<file path="src/rtl/waveform_sweep_sched.sv">
// Frequency/waveform sweep scheduler: steps a frequency word through a captured
// range for each enabled waveform, dwelling D cycles per point.
module waveform_sweep_sched #(
  parameter int freq_width  = 13,
  parameter int dwell_width = 20
) (
  input  logic                   clk1,
  input  logic                   reset,
  input  logic                   start,
  input  logic                   stop,
  input  logic                   hold,
  input  logic [freq_width-1:0]  f_start,
  input  logic [freq_width-1:0]  f_stop,
  input  logic [freq_width-1:0]  f_step,
  input  logic [dwell_width-1:0] dwell,
  input  logic [3:0]             wave_mask,
  input  logic                   loop,
  output logic [freq_width-1:0]  freq,
  output logic [1:0]             waveform_sel,
  output logic                   busy,
  output logic                   step_pulse,
  output logic                   done
);

  localparam logic [0:0] S_IDLE  = 1'b0;
  localparam logic [0:0] S_DWELL = 1'b1;
  localparam logic [dwell_width-1:0] CNT_ZERO = {dwell_width{1'b0}};
  localparam logic [dwell_width-1:0] CNT_ONE  = {{(dwell_width-1){1'b0}}, 1'b1};

  logic [0:0]             state_q, state_d;
  logic [dwell_width-1:0] cnt_q, cnt_d, dwell_q, dwell_d;
  logic [freq_width-1:0]  freq_q, freq_d, fstart_q, fstart_d;
  logic [freq_width-1:0]  fstop_q, fstop_d, fstep_q, fstep_d;
  logic [3:0]             mask_q, mask_d;
  logic                   loop_q, loop_d;
  logic [1:0]             sel_q, sel_d;
  logic                   busy_q, busy_d, step_q, step_d, done_q, done_d;

  logic [3:0]             mask_in_s;
  logic [dwell_width-1:0] dwell_min_s;
  logic [freq_width:0]    sum_s;
  logic                   last_s, adv_s;
  logic [2:0]             next_s;

  function automatic logic [1:0] lowest_bit(input logic [3:0] m);
    lowest_bit = 2'd0;
    for (int k = 3; k >= 0; k--) begin
      if (m[k]) lowest_bit = k[1:0];
      else      lowest_bit = lowest_bit;
    end
  endfunction

  // Returns {found, index} of the lowest enabled bit strictly above s.
  function automatic logic [2:0] next_above(input logic [3:0] m, input logic [1:0] s);
    next_above = 3'b000;
    for (int k = 3; k >= 0; k--) begin
      if (m[k] && (k > int'(s))) next_above = {1'b1, k[1:0]};
      else                       next_above = next_above;
    end
  endfunction

  assign mask_in_s   = (wave_mask == 4'b0000) ? 4'b0001 : wave_mask;
  assign dwell_min_s = (dwell_q == CNT_ZERO) ? CNT_ONE : dwell_q;
  assign last_s      = (cnt_q == (dwell_min_s - CNT_ONE));
  // One extra bit so a sum past the top of the range can never wrap below f_stop.
  assign sum_s       = {1'b0, freq_q} + {1'b0, fstep_q};
  assign adv_s       = (fstep_q != {freq_width{1'b0}}) && (sum_s <= {1'b0, fstop_q});
  assign next_s      = next_above(mask_q, sel_q);

  always_comb begin
    state_d  = state_q;
    cnt_d    = cnt_q;
    dwell_d  = dwell_q;
    freq_d   = freq_q;
    fstart_d = fstart_q;
    fstop_d  = fstop_q;
    fstep_d  = fstep_q;
    mask_d   = mask_q;
    loop_d   = loop_q;
    sel_d    = sel_q;
    busy_d   = busy_q;
    step_d   = 1'b0;
    done_d   = 1'b0;
    case (state_q)
      S_IDLE: begin
        if (start && !stop) begin
          fstart_d = f_start;
          fstop_d  = f_stop;
          fstep_d  = f_step;
          dwell_d  = dwell;
          mask_d   = mask_in_s;
          loop_d   = loop;
          freq_d   = f_start;
          sel_d    = lowest_bit(mask_in_s);
          cnt_d    = CNT_ZERO;
          busy_d   = 1'b1;
          step_d   = 1'b1;
          state_d  = S_DWELL;
        end else begin
          state_d = S_IDLE;
        end
      end
      S_DWELL: begin
        if (stop) begin
          busy_d  = 1'b0;
          state_d = S_IDLE;
        end else if (hold) begin
          cnt_d = cnt_q;
        end else if (!last_s) begin
          cnt_d = cnt_q + CNT_ONE;
        end else begin
          cnt_d = CNT_ZERO;
          if (adv_s) begin
            freq_d = sum_s[freq_width-1:0];
            step_d = 1'b1;
          end else if (next_s[2]) begin
            sel_d  = next_s[1:0];
            freq_d = fstart_q;
            step_d = 1'b1;
          end else if (loop_q) begin
            sel_d  = lowest_bit(mask_q);
            freq_d = fstart_q;
            step_d = 1'b1;
          end else begin
            done_d  = 1'b1;
            busy_d  = 1'b0;
            state_d = S_IDLE;
          end
        end
      end
      default: begin
        busy_d  = 1'b0;
        state_d = S_IDLE;
      end
    endcase
  end

  always_ff @(posedge clk1 or posedge reset) begin
    if (reset) begin
      state_q  <= S_IDLE;
      cnt_q    <= CNT_ZERO;
      dwell_q  <= CNT_ZERO;
      freq_q   <= {freq_width{1'b0}};
      fstart_q <= {freq_width{1'b0}};
      fstop_q  <= {freq_width{1'b0}};
      fstep_q  <= {freq_width{1'b0}};
      mask_q   <= 4'b0000;
      loop_q   <= 1'b0;
      sel_q    <= 2'd0;
      busy_q   <= 1'b0;
      step_q   <= 1'b0;
      done_q   <= 1'b0;
    end else begin
      state_q  <= state_d;
      cnt_q    <= cnt_d;
      dwell_q  <= dwell_d;
      freq_q   <= freq_d;
      fstart_q <= fstart_d;
      fstop_q  <= fstop_d;
      fstep_q  <= fstep_d;
      mask_q   <= mask_d;
      loop_q   <= loop_d;
      sel_q    <= sel_d;
      busy_q   <= busy_d;
      step_q   <= step_d;
      done_q   <= done_d;
    end
  end

  assign freq         = freq_q;
  assign waveform_sel = sel_q;
  assign busy         = busy_q;
  assign step_pulse   = step_q;
  assign done         = done_q;

endmodule

</file>
<file path="config.mk">
export PLATFORM = sky130hd
export DESIGN_NAME = waveform_sweep_sched
export DESIGN_NICKNAME = d
export VERILOG_FILES = /design/src/rtl/waveform_sweep_sched.sv
export SDC_FILE = /design/constraint.sdc
export NUM_CORES = 1
export LEC_CHECK = 0
export BUFFER_PORTS_ARGS = -buffer_cell sky130_fd_sc_hd__buf_2
export CAP_MARGIN = 20
export CORE_MARGIN = 10
export CORE_UTILIZATION = 55
export CTS_BUF_LIST = sky130_fd_sc_hd__clkbuf_8
export DETAILED_ROUTE_END_ITERATION = 16
export PLACE_DENSITY = 0.77
export SYNTH_ARGS = -nofsm -noshare
export SYNTH_HDL_FRONTEND = slang
export SYNTH_SLANG_ARGS = --single-unit
</file>
<file path="constraint.sdc">
create_clock -name clk1 -period 8.3 [get_ports clk1]
set_clock_uncertainty 0.05 [all_clocks]
set_input_delay 0.415 -clock clk1 [delete_from_list [all_inputs] [get_ports clk1]]
set_output_delay 0.415 -clock clk1 [all_outputs]
set_load 0.01 [all_outputs]
</file>
==> results of run 1 <==
[worst reg2reg max path: cells and delay by family, from the launching register on]
kind            cells  cell delay (ns)
buf+inv             1             0.08
fa+ha+maj           3             0.73
xor+xnor            1             0.11
simple gates        4             0.68
flops               1             0.41
mux                 1             0.40
compound gates      7             2.59
[cell type report]
type / instances / area [µm²]
fill: 1010 / 4290
multi-input combinational: 566 / 3510
sequential: 103 / 2580
timing repair buffer: 90 / 463
tap: 143 / 179
clock buffer: 9 / 124
inverter: 31 / 119
clock inverter: 7 / 103
[state kept, by name, indices dropped and copies added, names as in the netlist]
signal and cells:
fstep_q 13, cnt_q 20, waveform_sel 2, freq 13
busy 1, done 1, state_q 1, loop_q 1
step_pulse 1, fstart_q 13, fstop_q 13, dwell_q 20
mask_q 4
[how the worst max path moves through the flow]
stage / cells past startpoint / endpoint / startpoint / slack, ns
final: 17 / freq[10] / freq[0] / 3.12
after global routing: 17 / freq[10] / freq[0] / 2.83
after CTS: 17 / freq[10] / freq[0] / 3.16
after detailed placement: 17 / freq[10] / freq[0] / 3.19
after global placement: 16 / freq[10] / freq[0] / 3.37
after floorplan: 18 / freq[0] / freq[0] / 4.19
[logic make-up after synthesis]
kind of cell | count (synthesis) | synth area share
AO/OA/AOI/OAI | 118 | 0.127
adder cells (fa/ha/maj) | 29 | 0.0582
multiplexers | 30 | 0.0553
buffers and inverters | 64 | 0.0435
AND/OR/NAND/NOR | 342 | 0.246
XOR/XNOR | 47 | 0.0647
flip-flops | 103 | 0.405
[per-stage QoR]
stage	power (mW)	util	setup WS, ns	hold slack, ns	cells
final	2.28	0.623	3.12	0.161	949
after CTS	2.28	0.623	3.16	0.142	949
after detailed placement	1.91	0.602	3.19	0.379	932
after global routing	2.46	0.623	2.83	0.137	949
after global placement	1.84	0.602	3.37	0.369	932
after floorplan	1.60	-	4.19	0.395	733
[per-layer routing]
layer  GRT usage  vias to the layer above
met5           0                        -
met4      0.0536                        0
met3      0.0587                       24
met2       0.330                      180
met1       0.264                     2622
li1            -                     2653
[Yosys cell counts (6+ instances only)]
| cell type | instances |
|---|---|
| nand2_1 | 186 |
| or2_2 | 6 |
| nand3_1 | 15 |
| a31oi_1 | 6 |
| nor2_1 | 55 |
| xnor2_1 | 21 |
| and4_1 | 7 |
| a21oi_1 | 27 |
| mux2_4 | 9 |
| nand4_1 | 7 |
| mux2i_1 | 16 |
| ha_1 | 28 |
| dfrtp_1 | 103 |
| o21ai_0 | 30 |
| nor4_1 | 11 |
| clkbuf_1 | 22 |
| nor2b_1 | 6 |
| and3_1 | 9 |
| nor3_1 | 14 |
| xor2_1 | 26 |
| inv_1 | 29 |
[power groups by stage]
stage | combinational, mW | sequential (mW) | clock (mW)
3_3_place_gp | 1.10 | 0.742 | 0
6_report | 1.18 | 0.741 | 0.362
3_5_place_dp | 1.16 | 0.747 | 0
5_1_grt | 1.31 | 0.759 | 0.393
4_1_cts | 1.17 | 0.739 | 0.371
2_1_floorplan | 0.889 | 0.714 | 0
==> impl_metrics.json, run 1 <==
{
  "worstHoldStart": "dwell[13]",
  "drt-pass1-iter-count": 5,
  "post_cts_buffers": 0,
  "hold_end": "dwell_q[13]",
  "synth_nets": 831,
  "dpl_cell_area_um2": 6840,
  "htreeDepth": 3,
  "cts_tree": "built",
  "rsz0062_at_grt": "no",
  "core_um2": 11400,
  "wl_met3_um": 1020,
  "io_buffers": 86,
  "drt_iter0_markers": 317,
  "tns_ns": 0,
  "crit_chain": "ha_1 > inv_1 > fa_1 > nor2b_1 > o31a_1 > or2_2 > a21oi_1 > xnor2_1 > ha_1 > and4_1 > nand3_1 > a31o_2 > a31oi_1 > a211o_1 > a2111oi_4 > o21ai_2 > mux2_1",
  "grt_max_degree": 76,
  "required_ns": 8.52,
  "slew_headroom": 0.262,
  "numCtsBuffers": 9,
  "ys_async_sr_fraction": 1.00,
  "remaining_drc_errors": 0,
  "outcome": "finished clean",
  "io_pins": 87,
  "combPwrFrac": 0.516,
  "post_drt_wl_per_cell_um": 17.2,
  "drive_above_1_share": 0.169,
  "net-switching-power_mw": 0.980,
  "period_share": 0.624,
  "leakage_nw": 3.45,
  "synth_area_leaders": "dfrtp_1 (41%), nand2_1 (11%), ha_1 (5.5%)",
  "grt-ovfl-total": 0,
  "mostFrequentLayoutCells": "nand2_1 (186), dfrtp_1 (103), buf_2 (86), nor2_1 (54), o21ai_0 (30)",
  "antenna_found_initial": 0,
  "hold_viol_final": 0,
  "internal-power_mw": 1.30,
  "die_h_um": 128,
  "crit_top_cell": "ha_1",
  "die_area_um2": 16300,
  "min_path_type": "in2reg",
  "ctsHoldBuffers": 1,
  "ys.flop_type": "dfrtp_1",
  "ys_seq_area_frac": 0.405,
  "swShare": 0.430,
  "synth_edf_count": 0,
  "ff2ff_setup_slack_ns": 3.12,
  "rr_startpoint": "freq[0]",
  "final_antenna_net_count": 0,
  "cts_buffer_depth": 2,
  "end_kind": "flip-flop",
  "min_path_cells": 3,
  "drt-total-wl_um": 16300,
  "design_area_um2": 7080,
  "reg2reg_to": "freq[10]",
  "syn_area_um2": 6360,
  "period_minus_slack_ns": 5.18,
  "highest_layer": "met4",
  "root_buffer": "clkbuf_8",
  "avgSynthCellArea_um2": 8.68,
  "diodes": 0,
  "syn-instance-count": 733,
  "cp_data_arrival_time_ns": 5.40,
  "power.density_nw_per_um2": 322,
  "clkPwrFrac": 0.159,
  "gp_congestion": 0.929,
  "cts_resized": 0,
  "wl_met1_um": 7380,
  "crit_family": "compound AO/OA/AOI/OAI gates",
  "track_usage": 0.205,
  "dpl.hpwl_um": 12400,
  "fmaxAchievable_ghz": 0.193,
  "dieWidth_um": 128,
  "drv_cap": 0,
  "cts.reportedPaths.clkPinSlew_ns": 0.11,
  "worstMarginPinSlew_ns": 1.11,
  "postSynthRegisterBits": 103,
  "slowest_delay_ns": 0.81,
  "final_common_cell": "nand2_1",
  "power_frac_seq": 0.325,
  "core.rowCount": 39,
  "critical_path_class": "reg2reg",
  "yosysWarnings": 0,
  "nets": 899,
  "setup_viol": 0,
  "start_util": 0.559,
  "reg2reg_depth": 17,
  "ir_drop_uv": 216,
  "cpMaxStageDelayCell": "o21ai_2",
  "routed_via_density": 5.77,
  "vias": 5479,
  "critPathMaxFanout": 18,
  "synth.distinct_cells": 74,
  "startpoint_type": "flip-flop",
  "yosysTopAreaCell": "dfrtp_1",
  "drv_slew": 0,
  "area_growth_pct": 11.3,
  "route.met2.wl_um": 7660,
  "grt_pass1_vias": 5543,
  "clk-insertion-delay-late_ns": 0.39,
  "clock_sinks": 103,
  "synth_top_area_frac": 0.405,
  "grt_pass1_wl_um": 27400,
  "critical_path_buf_inv_count": 1
}
(Power assumes the default switching activity.)
==> run 2, diff against run 1 <==
==> constraint.sdc (replaced) <==
create_clock -name clk1 -period 5.4 [get_ports clk1]
set_clock_uncertainty 0.05 [all_clocks]
set_input_delay 0.27 -clock clk1 [delete_from_list [all_inputs] [get_ports clk1]]
set_output_delay 0.27 -clock clk1 [all_outputs]
set_load 0.01 [all_outputs]
==> run 2 against run 1 <==
Compared with the run above: sequential cell count unchanged; highest routed layer unchanged; largest cell class unchanged; maximum frequency increased by 14%; sequential power increased by 54%; total power increased by 53%; final cell count increased by 3.7%; via count increased by 3.8%.
==> impl_metrics.json, run 2 (synthesis results as in run 1) <==
{
  "min_path_cells": 3,
  "setup_viol": 0,
  "end_kind": "flip-flop",
  "clk-insertion-delay-late_ns": 0.41,
  "worstMarginPinSlew_ns": 0.982,
  "cts_resized": 0,
  "cp_data_arrival_time_ns": 4.80,
  "final_antenna_net_count": 0,
  "clock_sinks": 103,
  "io_buffers": 86,
  "die_area_um2": 16300,
  "start_util": 0.559,
  "startpoint_type": "flip-flop",
  "grt-ovfl-total": 0,
  "ir_drop_uv": 331,
  "period_minus_slack_ns": 4.56,
  "diodes": 0,
  "reg2reg_to": "freq[9]",
  "finalPower_mw": 3.48,
  "drv_slew": 0,
  "worstHoldStart": "f_step[11]",
  "crit_top_cell": "ha_1",
  "io_pins": 87,
  "antenna_found_initial": 0,
  "critical_path_class": "reg2reg",
  "cts.reportedPaths.clkPinSlew_ns": 0.11,
  "grt_pass1_vias": 5625,
  "period_share": 0.844,
  "vias": 5689,
  "tns_ns": 0,
  "post_cts_buffers": 0,
  "multiInputGateArea_um2": 3510,
  "outcome": "finished clean",
  "hold_viol_final": 0,
  "nFillCells": 899,
  "critPathMaxFanout": 14,
  "largestRegisters": "cnt_q: 20 flops, dwell_q: 20 flops",
  "rr_startpoint": "freq[0]",
  "crit_chain": "ha_1 > inv_1 > fa_1 > nor2b_1 > o31a_1 > or2_2 > a311o_1 > xor2_1 > ha_1 > nand3_1 > o32ai_1 > a31oi_1 > a211o_1 > a2111oi_4 > o21ai_2 > buf_4 > mux2_1",
  "dieWidth_um": 128,
  "drv_cap": 0,
  "stdcell_count": 984,
  "root_buffer": "clkbuf_8",
  "routed_via_density": 5.78,
  "hold_end": "fstep_q[11]",
  "required_ns": 5.65,
  "drive_above_1_share": 0.165,
  "core.rowCount": 39,
  "slowest_delay_ns": 0.46,
  "reg2reg_depth": 17,
  "cts_tree": "built",
  "track_usage": 0.208,
  "core_um2": 11400,
  "die_h_um": 128,
  "drt-total-wl_um": 16900,
  "power.density_nw_per_um2": 470,
  "cpMaxStageDelayCell": "a211o_1",
  "grt_pass1_wl_um": 27700,
  "slew_headroom": 0.344,
  "rsz0062_at_grt": "no",
  "ff2ff_setup_slack_ns": 0.84,
  "final_common_cell": "nand2_1",
  "post_drt_wl_per_cell_um": 17.2,
  "min_path_type": "in2reg",
  "numCtsBuffers": 9,
  "placedCellCount": 934,
  "cts_buffer_depth": 2,
  "gp_congestion": 0.942,
  "area_growth_pct": 16.3,
  "regArea_um2": 2580,
  "drt_iter0_markers": 430,
  "fmaxAchievable_ghz": 0.219,
  "dpl.hpwl_um": 12400,
  "drt-pass1-iter-count": 5,
  "htreeDepth": 3,
  "leakage_nw": 3.58,
  "hold_slack_ns": 0.0107,
  "remaining_drc_errors": 0,
  "mostFrequentLayoutCells": "nand2_1 (186), dfrtp_1 (103), buf_2 (86), nor2_1 (54), dlygate4sd3_1 (33)",
  "nets": 934,
  "grt_max_degree": 71
}
run 2: worst max-delay path by stage:
stage                 from        end  slack [ns]  cells past startpoint
3_5_place_dp       freq[0]    freq[9]        0.91                     17
5_1_grt        dwell_q[11]  cnt_q[10]        0.59                     12
2_1_floorplan      freq[0]    freq[0]        1.29                     18
6_report           freq[0]    freq[9]        0.84                     17
4_1_cts            freq[0]    freq[9]        0.88                     17
3_3_place_gp       freq[0]   freq[10]        1.08                     17
run 2: final cells by class:
cell class | instances | area share
Multi-Input combinational cell | 566 | 0.475
Sequential cell | 103 | 0.348
Timing Repair Buffer | 125 | 0.110
Tap cell | 143 | 0.0242
Clock buffer | 10 | 0.0186
Inverter | 31 | 0.0161
Clock inverter | 6 | 0.00795
run 2: through the flow:
step	utilization	setup WS (ns)	cell area (µm²)
after global placement	0.603	1.08	6860
after detailed placement	0.603	0.913	6860
after CTS	0.649	0.884	7380
after floorplan	-	1.29	6360
final	0.651	0.842	7400
after global routing	0.651	0.592	7400
run 2: worst max-delay path, delay by kind of cell, from the launching register on:
family	cells	cell delay, ns
compound gates	7	1.94
fa+ha+maj	3	0.73
simple gates	3	0.47
flops	1	0.42
mux	1	0.33
buf+inv	2	0.30
xor+xnor	1	0.17
run 2: repair_timing:
item	CTS	global route
endpoints found under the hold margin	65	0
setup endpoints to repair	0	0
hold buffers	33	0
run 2: per-layer routing:
metal  part of all wire  vias to the layer above  global-route usage
met2               0.47                      206               0.333
li1                   -                     2735                   -
met5                  0                        -                   0
met1               0.45                     2725               0.264
met3              0.067                       23              0.0562
met4              0.019                        0              0.0717
run 2: where the power goes:
| group | internal [mW] | leakage (nW) | switching, mW |
|---|---|---|---|
| Combinational | 0.813 | 2.19 | 1.02 |
| Sequential | 0.940 | 1.29 | 0.205 |
| Clock | 0.193 | 0.0993 | 0.308 |
